$ cat src/rtl/stopwatch_pkg.sv
// stopwatch_pkg: shared types and constants for the stopwatch run-control slice.
// Holds the run-control state encoding and the time-field geometry used by
// the controller, its bus interface and the testbench.
package stopwatch_pkg;

    // Width of every minute/second field carried on the bus.
    localparam int TIME_W = 6;

    // Last legal value of the seconds field before it rolls into minutes.
    localparam int SEC_LAST = 59;

    // Run-control states.
    typedef enum logic [1:0] {
        IDLE  = 2'd0,
        RUN   = 2'd1,
        PAUSE = 2'd2,
        DONE  = 2'd3
    } state_t;

    // True when a minute/second pair matches another minute/second pair.
    function automatic logic time_eq(
        input logic [TIME_W-1:0] a_min,
        input logic [TIME_W-1:0] a_sec,
        input logic [TIME_W-1:0] b_min,
        input logic [TIME_W-1:0] b_sec
    );
        return (a_min == b_min) && (a_sec == b_sec);
    endfunction

endpackage : stopwatch_pkg

$ cat src/rtl/stopwatch_ctrl_if.sv
// stopwatch_ctrl_if: user-control and display bundle of the stopwatch.
// The master side (buttons / bus strobes) drives the requests and target;
// the slave side (stopwatch_ctrl) drives the time, status and lap results.
interface stopwatch_ctrl_if;
    import stopwatch_pkg::*;

    logic              start;
    logic              pause;
    logic              clear;
    logic              lap;
    logic [TIME_W-1:0] target_min;
    logic [TIME_W-1:0] target_sec;

    logic [TIME_W-1:0] second;
    logic [TIME_W-1:0] minute;
    logic              running;
    logic              paused;
    logic              done;
    logic              alarm;
    logic [TIME_W-1:0] lap_min;
    logic [TIME_W-1:0] lap_sec;
    logic              lap_vld;

    modport master (
        output start, pause, clear, lap, target_min, target_sec,
        input  second, minute, running, paused, done, alarm,
               lap_min, lap_sec, lap_vld
    );

    modport slave (
        input  start, pause, clear, lap, target_min, target_sec,
        output second, minute, running, paused, done, alarm,
               lap_min, lap_sec, lap_vld
    );

endinterface : stopwatch_ctrl_if

$ cat src/rtl/tick_prescaler.sv
// tick_prescaler: divides the system clock down to one tick every TICK_DIV
// enabled cycles. The count freezes while en is low, so a paused run resumes
// exactly where it left off; zero forces the count back to 0 and wins over en.
module tick_prescaler #(
    parameter int TICK_DIV = 50_000_000
) (
    input  logic clk,
    input  logic rst,
    input  logic en,
    input  logic zero,
    output logic tick
);

    localparam int CNT_W = (TICK_DIV > 2) ? $clog2(TICK_DIV) : 1;
    localparam logic [CNT_W-1:0] CNT_LAST = CNT_W'(TICK_DIV - 1);

    logic [CNT_W-1:0] count_q;
    logic [CNT_W-1:0] count_d;

    assign tick = en && !zero && (count_q == CNT_LAST);

    // Next count: clear on zero, wrap at the last value, otherwise step while enabled.
    always_comb begin
        count_d = count_q;
        if (zero) begin
            count_d = '0;
        end else if (en) begin
            if (count_q == CNT_LAST) begin
                count_d = '0;
            end else begin
                count_d = count_q + 1'b1;
            end
        end
    end

    // Count register with synchronous reset.
    always_ff @(posedge clk) begin
        if (rst) begin
            count_q <= '0;
        end else begin
            count_q <= count_d;
        end
    end

endmodule : tick_prescaler

$ cat src/rtl/stopwatch_ctrl.sv
// stopwatch_ctrl: run-control for the minute/second time base.
// A four-state FSM (IDLE/RUN/PAUSE/DONE) owns the second/minute counters,
// advances them on prescaler ticks, stops on a programmable target or at
// MAX_MIN:59, and optionally captures lap times.
// Optional feature: define STOPWATCH_LAP_EN to build the lap capture
// registers; without it the lap outputs are tied to 0 and lap is ignored.
module stopwatch_ctrl
    import stopwatch_pkg::*;
#(
    parameter int TICK_DIV = 50_000_000,
    parameter int MAX_MIN  = 59
) (
    input  logic             clk,
    input  logic             rst,
    stopwatch_ctrl_if.slave  bus
);

    localparam logic [TIME_W-1:0] SEC_MAX = TIME_W'(SEC_LAST);
    localparam logic [TIME_W-1:0] MIN_MAX = TIME_W'(MAX_MIN);

    state_t            state_q, state_d;
    logic [TIME_W-1:0] sec_q, sec_d;
    logic [TIME_W-1:0] min_q, min_d;
    logic [TIME_W-1:0] tgt_min_q, tgt_min_d;
    logic [TIME_W-1:0] tgt_sec_q, tgt_sec_d;
    logic              alarm_q, alarm_d;

    logic              presc_en;
    logic              presc_zero;
    logic              tick;

    logic [TIME_W-1:0] adv_sec;
    logic [TIME_W-1:0] adv_min;
    logic              at_max;
    logic              target_active;

    tick_prescaler #(
        .TICK_DIV (TICK_DIV)
    ) u_prescaler (
        .clk  (clk),
        .rst  (rst),
        .en   (presc_en),
        .zero (presc_zero),
        .tick (tick)
    );

    // Time one tick ahead of now, plus the saturation and target qualifiers.
    always_comb begin
        adv_sec = sec_q + 1'b1;
        adv_min = min_q;
        if (sec_q == SEC_MAX) begin
            adv_sec = '0;
            adv_min = min_q + 1'b1;
        end
        at_max        = (sec_q == SEC_MAX) && (min_q == MIN_MAX);
        target_active = ((tgt_min_q != '0) || (tgt_sec_q != '0)) &&
                        (tgt_sec_q <= SEC_MAX) && (tgt_min_q <= MIN_MAX);
    end

    // FSM next state, counter updates and prescaler control; clear > pause > start.
    always_comb begin
        state_d    = state_q;
        sec_d      = sec_q;
        min_d      = min_q;
        tgt_min_d  = tgt_min_q;
        tgt_sec_d  = tgt_sec_q;
        alarm_d    = 1'b0;
        presc_en   = 1'b0;
        presc_zero = 1'b0;
        case (state_q)
            IDLE: begin
                presc_zero = 1'b1;
                sec_d      = '0;
                min_d      = '0;
                if (!bus.clear && !bus.pause && bus.start) begin
                    state_d   = RUN;
                    tgt_min_d = bus.target_min;
                    tgt_sec_d = bus.target_sec;
                end
            end
            RUN: begin
                if (bus.clear) begin
                    state_d    = IDLE;
                    sec_d      = '0;
                    min_d      = '0;
                    presc_zero = 1'b1;
                end else if (bus.pause) begin
                    state_d = PAUSE;
                end else begin
                    presc_en = 1'b1;
                    if (tick) begin
                        if (at_max) begin
                            state_d = DONE;
                            alarm_d = 1'b1;
                        end else begin
                            sec_d = adv_sec;
                            min_d = adv_min;
                            if (target_active &&
                                time_eq(adv_min, adv_sec, tgt_min_q, tgt_sec_q)) begin
                                state_d = DONE;
                                alarm_d = 1'b1;
                            end
                        end
                    end
                end
            end
            PAUSE: begin
                if (bus.clear) begin
                    state_d    = IDLE;
                    sec_d      = '0;
                    min_d      = '0;
                    presc_zero = 1'b1;
                end else if (!bus.pause && bus.start) begin
                    state_d = RUN;
                end
            end
            DONE: begin
                if (bus.clear) begin
                    state_d    = IDLE;
                    sec_d      = '0;
                    min_d      = '0;
                    presc_zero = 1'b1;
                end
            end
            default: begin
                state_d    = IDLE;
                sec_d      = '0;
                min_d      = '0;
                presc_zero = 1'b1;
            end
        endcase
    end

    // State, time, target and alarm registers with synchronous reset.
    always_ff @(posedge clk) begin
        if (rst) begin
            state_q   <= IDLE;
            sec_q     <= '0;
            min_q     <= '0;
            tgt_min_q <= '0;
            tgt_sec_q <= '0;
            alarm_q   <= 1'b0;
        end else begin
            state_q   <= state_d;
            sec_q     <= sec_d;
            min_q     <= min_d;
            tgt_min_q <= tgt_min_d;
            tgt_sec_q <= tgt_sec_d;
            alarm_q   <= alarm_d;
        end
    end

    assign bus.second  = sec_q;
    assign bus.minute  = min_q;
    assign bus.running = (state_q == RUN);
    assign bus.paused  = (state_q == PAUSE);
    assign bus.done    = (state_q == DONE);
    assign bus.alarm   = alarm_q;

`ifdef STOPWATCH_LAP_EN
    logic [TIME_W-1:0] lap_min_q, lap_min_d;
    logic [TIME_W-1:0] lap_sec_q, lap_sec_d;
    logic              lap_vld_q, lap_vld_d;

    // Lap capture takes the pre-tick time while running or paused; clear zeroes it.
    always_comb begin
        lap_min_d = lap_min_q;
        lap_sec_d = lap_sec_q;
        lap_vld_d = 1'b0;
        if (bus.clear) begin
            lap_min_d = '0;
            lap_sec_d = '0;
        end else if (bus.lap && ((state_q == RUN) || (state_q == PAUSE))) begin
            lap_min_d = min_q;
            lap_sec_d = sec_q;
            lap_vld_d = 1'b1;
        end
    end

    // Lap registers with synchronous reset.
    always_ff @(posedge clk) begin
        if (rst) begin
            lap_min_q <= '0;
            lap_sec_q <= '0;
            lap_vld_q <= 1'b0;
        end else begin
            lap_min_q <= lap_min_d;
            lap_sec_q <= lap_sec_d;
            lap_vld_q <= lap_vld_d;
        end
    end

    assign bus.lap_min = lap_min_q;
    assign bus.lap_sec = lap_sec_q;
    assign bus.lap_vld = lap_vld_q;
`else
    assign bus.lap_min = '0;
    assign bus.lap_sec = '0;
    assign bus.lap_vld = 1'b0;
`endif

endmodule : stopwatch_ctrl

$ cat src/flat_wrapper.sv
// flat-port wrapper written by rule: the top's interface ports become plain ports
module stopwatch_ctrl_flat import stopwatch_pkg::*;
#(
    parameter int TICK_DIV = 50_000_000,
    parameter int MAX_MIN  = 59
)
  (clk, rst, bus_start, bus_pause, bus_clear, bus_lap, bus_target_min, bus_target_sec, bus_second, bus_minute, bus_running, bus_paused, bus_done, bus_alarm, bus_lap_min, bus_lap_sec, bus_lap_vld);
  stopwatch_ctrl_if bus_i ();
  input  logic clk;
  input  logic rst;
  input wire logic [$bits(bus_i.start)-1:0] bus_start;
  input wire logic [$bits(bus_i.pause)-1:0] bus_pause;
  input wire logic [$bits(bus_i.clear)-1:0] bus_clear;
  input wire logic [$bits(bus_i.lap)-1:0] bus_lap;
  input wire logic [$bits(bus_i.target_min)-1:0] bus_target_min;
  input wire logic [$bits(bus_i.target_sec)-1:0] bus_target_sec;
  output wire logic [$bits(bus_i.second)-1:0] bus_second;
  output wire logic [$bits(bus_i.minute)-1:0] bus_minute;
  output wire logic [$bits(bus_i.running)-1:0] bus_running;
  output wire logic [$bits(bus_i.paused)-1:0] bus_paused;
  output wire logic [$bits(bus_i.done)-1:0] bus_done;
  output wire logic [$bits(bus_i.alarm)-1:0] bus_alarm;
  output wire logic [$bits(bus_i.lap_min)-1:0] bus_lap_min;
  output wire logic [$bits(bus_i.lap_sec)-1:0] bus_lap_sec;
  output wire logic [$bits(bus_i.lap_vld)-1:0] bus_lap_vld;
  assign bus_i.start = bus_start;
  assign bus_i.pause = bus_pause;
  assign bus_i.clear = bus_clear;
  assign bus_i.lap = bus_lap;
  assign bus_i.target_min = bus_target_min;
  assign bus_i.target_sec = bus_target_sec;
  assign bus_second = bus_i.second;
  assign bus_minute = bus_i.minute;
  assign bus_running = bus_i.running;
  assign bus_paused = bus_i.paused;
  assign bus_done = bus_i.done;
  assign bus_alarm = bus_i.alarm;
  assign bus_lap_min = bus_i.lap_min;
  assign bus_lap_sec = bus_i.lap_sec;
  assign bus_lap_vld = bus_i.lap_vld;
  stopwatch_ctrl #(.TICK_DIV(TICK_DIV), .MAX_MIN(MAX_MIN)) u_core (.clk(clk), .rst(rst), .bus(bus_i));
endmodule
$ cat config.mk
export PLATFORM = sky130hd
export DESIGN_NAME = stopwatch_ctrl_flat
export DESIGN_NICKNAME = d
export VERILOG_FILES = /design/src/rtl/stopwatch_pkg.sv /design/src/rtl/stopwatch_ctrl_if.sv /design/src/rtl/tick_prescaler.sv /design/src/rtl/stopwatch_ctrl.sv /design/src/flat_wrapper.sv
export SDC_FILE = /design/constraint.sdc
export NUM_CORES = 1
export LEC_CHECK = 0
export CORE_ASPECT_RATIO = 0.8
export CORE_MARGIN = 2
export CORE_UTILIZATION = 54
export DETAILED_ROUTE_END_ITERATION = 16
export PLACE_DENSITY = 0.8
export SLEW_MARGIN = 15
export SYNTH_ARGS = -nofsm -noshare
export SYNTH_HDL_FRONTEND = slang
export SYNTH_SLANG_ARGS = --single-unit
$ cat constraint.sdc
create_clock -name clk -period 2.9 [get_ports clk]
set_input_delay 0.435 -clock clk [delete_from_list [all_inputs] [get_ports clk]]
set_output_delay 0.435 -clock clk [all_outputs]
set_load 0.1 [all_outputs]
==> metrics.txt, run 1 <==
# TYPE chip_impl_metric gauge
chip_impl_metric{name="clock_network_power_share",unit="%"} 33.3
chip_impl_metric{name="synth_enable_flop_cells",unit=""} 0
chip_impl_info{name="tritoncts",value="yes"} 1
chip_impl_metric{name="ys_ff_latch",unit=""} 53
chip_impl_metric{name="area_delta_synth_final",unit="%"} 11.7
chip_impl_metric{name="core.rowCount",unit=""} 24
chip_impl_metric{name="postCtsResizedCells",unit=""} 0
chip_impl_info{name="critical-path-slowest-cell",value="a2111oi_0"} 1
chip_impl_metric{name="met1_wirelength",unit="mm"} 3.19
chip_impl_info{name="synth_top_flop_cell",value="dfxtp_1"} 1
chip_impl_info{name="worst_hold_path.endpoint",value="u_core.u_prescaler.count_q[1]"} 1
chip_impl_metric{name="detailroute.wirelength.met3",unit="um"} 468
chip_impl_metric{name="intPower",unit="mW"} 0.996
chip_impl_metric{name="power_per_cell_area",unit="nW/um2"} 404
chip_impl_metric{name="max_stage_delay",unit="ps"} 470
chip_impl_metric{name="timing.max_cap.violations",unit=""} 0
chip_impl_metric{name="yosysWarnings",unit=""} 0
chip_impl_metric{name="finalHoldWorstSlack",unit="ps"} 517
chip_impl_metric{name="globalRoute.totalOverflow",unit=""} 0
chip_impl_info{name="critPathLaunchType",value="register"} 1
chip_impl_metric{name="max_clock_freq",unit="MHz"} 390
chip_impl_metric{name="finalCritPeriodShare",unit="%"} 88.5
chip_impl_metric{name="slew_headroom",unit="%"} 67.9
chip_impl_info{name="worst_setup_path_startpoint",value="u_core.bus.second[0]"} 1
chip_impl_metric{name="ioPinCount",unit=""} 47
chip_impl_metric{name="io_buffer_count",unit=""} 32
chip_impl_metric{name="min_delay_path_depth",unit=""} 2
chip_impl_metric{name="clk-insertion-delay-late",unit="ps"} 300
chip_impl_metric{name="cts_num_sinks",unit=""} 53
chip_impl_info{name="cp_most_frequent_cell",value="a31oi_1"} 1
chip_impl_metric{name="netlist.area_leader.share",unit="%"} 35.2
chip_impl_info{name="reg2reg_to",value="u_core.state_q[1]"} 1
chip_impl_metric{name="timing.final.crit_period",unit="ps"} 2570
chip_impl_metric{name="grt_use_total",unit="%"} 22.0
chip_impl_metric{name="wire_length_of_the_first_global_routing_pass",unit="mm"} 11.0
chip_impl_metric{name="detailroute.wirelength.met2",unit="mm"} 2.86
chip_impl_metric{name="drt_pre_antenna_iters",unit=""} 5
chip_impl_metric{name="timing.final.setup_violations",unit=""} 0
chip_impl_metric{name="fin_setup_tns",unit="ps"} 0
chip_impl_metric{name="layout-drive-gt1-share",unit="%"} 11.7
chip_impl_metric{name="grt_max_degree",unit=""} 28
chip_impl_info{name="cts_root_buffer",value="clkbuf_8"} 1
chip_impl_metric{name="cts.htree.levels",unit=""} 2
chip_impl_metric{name="gp_congestion",unit=""} 0.879
chip_impl_info{name="worst_setup_path_end_kind",value="register"} 1
chip_impl_metric{name="drt-total-wl",unit="mm"} 6.56
chip_impl_metric{name="die_h",unit="um"} 70.8
chip_impl_metric{name="cts-buffers-inserted",unit=""} 5
chip_impl_metric{name="dp_hpwl",unit="mm"} 4.78
chip_impl_info{name="post-synth-top-area-cell",value="dfxtp_1"} 1
chip_impl_info{name="hold_path.class",value="register to register"} 1
chip_impl_metric{name="final_net_count",unit=""} 413
chip_impl_info{name="status",value="finished, final reports clean"} 1
chip_impl_metric{name="routed-via-count",unit=""} 2657
chip_impl_metric{name="starting_density",unit="%"} 55.8
chip_impl_metric{name="syn_inst",unit=""} 367
chip_impl_metric{name="net-switching-power",unit="mW"} 0.365
chip_impl_metric{name="reg2regPathDepth",unit=""} 7
chip_impl_metric{name="finish.utilization",unit="%"} 62.3
chip_impl_metric{name="first_global_vias",unit=""} 2307
chip_impl_metric{name="timing_worst_slew_pin_value",unit="ps"} 470
chip_impl_metric{name="ctsHoldBuffers",unit=""} 0
chip_impl_info{name="synth_most_common_cell",value="nor2_1"} 1
chip_impl_metric{name="floorplan.core_area",unit="um2"} 5410
chip_impl_metric{name="timing.reg2reg.setup_slack",unit="ps"} 330
chip_impl_metric{name="cts_setup_buffers",unit=""} 0
chip_impl_metric{name="ys_async_rst_share",unit="%"} 0
chip_impl_metric{name="sw_frac_of_total",unit="%"} 26.8
chip_impl_info{name="worst_hold_startpoint",value="u_core.u_prescaler.count_q[1]"} 1
chip_impl_metric{name="floorplan.die.width",unit="um"} 87.5
chip_impl_metric{name="drt_drc_violations_left",unit=""} 0
chip_impl_metric{name="yosysUniqueCellTypes",unit=""} 56
chip_impl_metric{name="syn-mean-instance-area",unit="um2"} 8.22
chip_impl_metric{name="p_total",unit="mW"} 1.36
chip_impl_metric{name="via_per_inst",unit=""} 5.80
chip_impl_metric{name="post_synthesis_cell_area",unit="um2"} 3020
chip_impl_metric{name="finalHoldViolCount",unit=""} 0
chip_impl_metric{name="diode_insertion_count_for_antenna_repair",unit=""} 0
chip_impl_info{name="unrepaired_setup_endpoints_after_global_routing",value="no"} 1
chip_impl_info{name="ys_top_cells_by_count",value="nor2_1, dfxtp_1, nand2_1, xor2_1, nand3_1"} 1
chip_impl_metric{name="clkSlewWorstSetupHoldPaths",unit="ps"} 90
chip_impl_metric{name="worst_ep_arrival_time",unit="ps"} 2790
chip_impl_metric{name="average_wire_length_per_cell_after_detail_routing",unit="um"} 14.3
chip_impl_info{name="regToRegStartpoint",value="u_core.bus.second[0]"} 1
chip_impl_metric{name="timing.clock.skew",unit="ps"} 7.68
chip_impl_metric{name="critPathMaxFanout",unit=""} 9
chip_impl_metric{name="clockBufferDepth",unit=""} 2
chip_impl_metric{name="combinationalPowerShare",unit="%"} 12.0
chip_impl_metric{name="drtIter0Drc",unit=""} 260
chip_impl_metric{name="worst_ep_required_time",unit="ps"} 3130
chip_impl_metric{name="static-leakage-power",unit="nW"} 1.20
chip_impl_info{name="largest_cells_by_area_after_synthesis",value="dfxtp_1, nor2_1, xor2_1, nand2_1, mux2i_1"} 1
chip_impl_metric{name="final_max_tran_viols",unit=""} 0
chip_impl_info{name="top_layer",value="met4"} 1
chip_impl_metric{name="power.sequential.fraction",unit="%"} 54.7
chip_impl_metric{name="irDropWorstVdd",unit="V"} 0.000284
chip_impl_metric{name="ys_seq_area_share",unit="%"} 35.2
chip_impl_metric{name="floorplan.die_area",unit="um2"} 6200
chip_impl_info{name="worstPathCellList",value="ha_1, and4b_1, and2_1, a31oi_1, a2111oi_0, a31oi_1, o22ai_1"} 1
chip_impl_metric{name="grt_antenna_before_repair",unit=""} 0
chip_impl_metric{name="antenna_left",unit=""} 0
chip_impl_info{name="worst-setup-path-type",value="register to register"} 1
per-stage QoR:
step,cell area [um2],std cells,setup slack (ps)
floorplan,3060,379,41.4
global placement,3270,450,272
detailed placement,3270,450,264
CTS,3370,458,433
global route,3370,458,304
finish,3370,458,334
worst max path at each step:
stage,slack [ps],end,cells past startpoint
final,330,u_core.state_q[1],7
after global placement,270,u_core.u_prescaler.count_q[23],8
after detailed placement,260,u_core.u_prescaler.count_q[25],8
after CTS,430,u_core.state_q[1],7
after floorplan,40,u_core.state_q[1],8
after global routing,300,u_core.state_q[1],7
kinds of logic (layout without fill, tap and decap cells):
| kind of cell | Yosys count | count (layout) | share of synthesized area, % |
|---|---|---|---|
| buf+inv | 34 | 48 | 7.05 |
| compound gates | 45 | 45 | 9.34 |
| mux | 12 | 12 | 3.98 |
| other cells | 1 | 13 | 0.124 |
| fa+ha+maj | 3 | 3 | 1.24 |
| flops | 53 | 53 | 35.2 |
| xor+xnor | 36 | 36 | 10.5 |
| simple gates | 183 | 183 | 32.6 |
power by group through the flow:
stage,logic [mW],clock network [mW],registers (mW)
after floorplan,0.144,0,0.757
after global placement,0.161,0,0.760
after detailed placement,0.162,0,0.761
after CTS,0.163,0.465,0.744
after global routing,0.173,0.500,0.745
final,0.164,0.453,0.744
worst max-delay path, delay by kind of cell, from the launching register on:
family                   cells  cell delay (ps)
adder cells (fa/ha/maj)      1              320
AND/OR/NAND/NOR              2              680
AO/OA/AOI/OAI                4             1060
flip-flops                   1              430
routing by layer:
metal | up-vias | global-route usage (%)
met5 | - | 0
met4 | 0 | 4.44
met3 | 6 | 4.43
met2 | 104 | 32.1
met1 | 1242 | 33.7
li1 | 1305 | -
registers in the layout, summed over array words and instances, names as in the netlist:
name                        cells
u_core.bus.alarm                1
u_core.bus.minute               6
u_core.bus.second               6
u_core.state_q                  2
u_core.tgt_min_q                6
u_core.tgt_sec_q                6
u_core.u_prescaler.count_q     26
placed cells by master, fill, tap and decap left out, types with 3 or more instances in the layout:
cell type | synthesis | layout
a21oi_1 | 12 | 12
buf_4 | 14 | 21
nand4_1 | 11 | 11
clkdlybuf4s50_1 | 0 | 16
inv_1 | 3 | 3
mux2i_1 | 12 | 12
and3_1 | 4 | 4
nand2_1 | 33 | 33
nor2_1 | 66 | 66
ha_1 | 3 | 3
xnor2_1 | 10 | 10
a22oi_1 | 3 | 3
nand4b_1 | 4 | 4
nand2b_1 | 4 | 4
dfxtp_1 | 53 | 52
nor3_1 | 6 | 6
a31oi_1 | 4 | 4
conb_1 | 1 | 13
or3_1 | 4 | 4
xor2_1 | 26 | 26
nand3_1 | 17 | 17
nor4_1 | 7 | 6
o22ai_1 | 3 | 3
a311oi_1 | 3 | 3
clkbuf_8 | 0 | 7
o21ai_0 | 11 | 11
cell type report:
class                   count  area, um2
clock buffers               7       96.3
clock inverters             1       5.00
fillers                   486       2040
inverters                   3       11.3
multi-input cells         292       1790
flip-flops and latches     53       1060
well taps                  65       81.3
repair buffers             37        318
Power figures use the tool's default switching activity.
==> inputs of run 2 (changes only) <==
--- a/config.mk
+++ b/config.mk
@@ -8,7 +8,9 @@
 export CORE_ASPECT_RATIO = 0.8
 export CORE_MARGIN = 2
 export CORE_UTILIZATION = 54
+export CTS_CLUSTER_DIAMETER = 50
 export DETAILED_ROUTE_END_ITERATION = 16
+export HOLD_SLACK_MARGIN = 0.12
 export PLACE_DENSITY = 0.8
 export SLEW_MARGIN = 15
 export SYNTH_ARGS = -nofsm -noshare
==> results of run 2 <==
No change in the layout: final DEF, timing and power equal those of run 1.
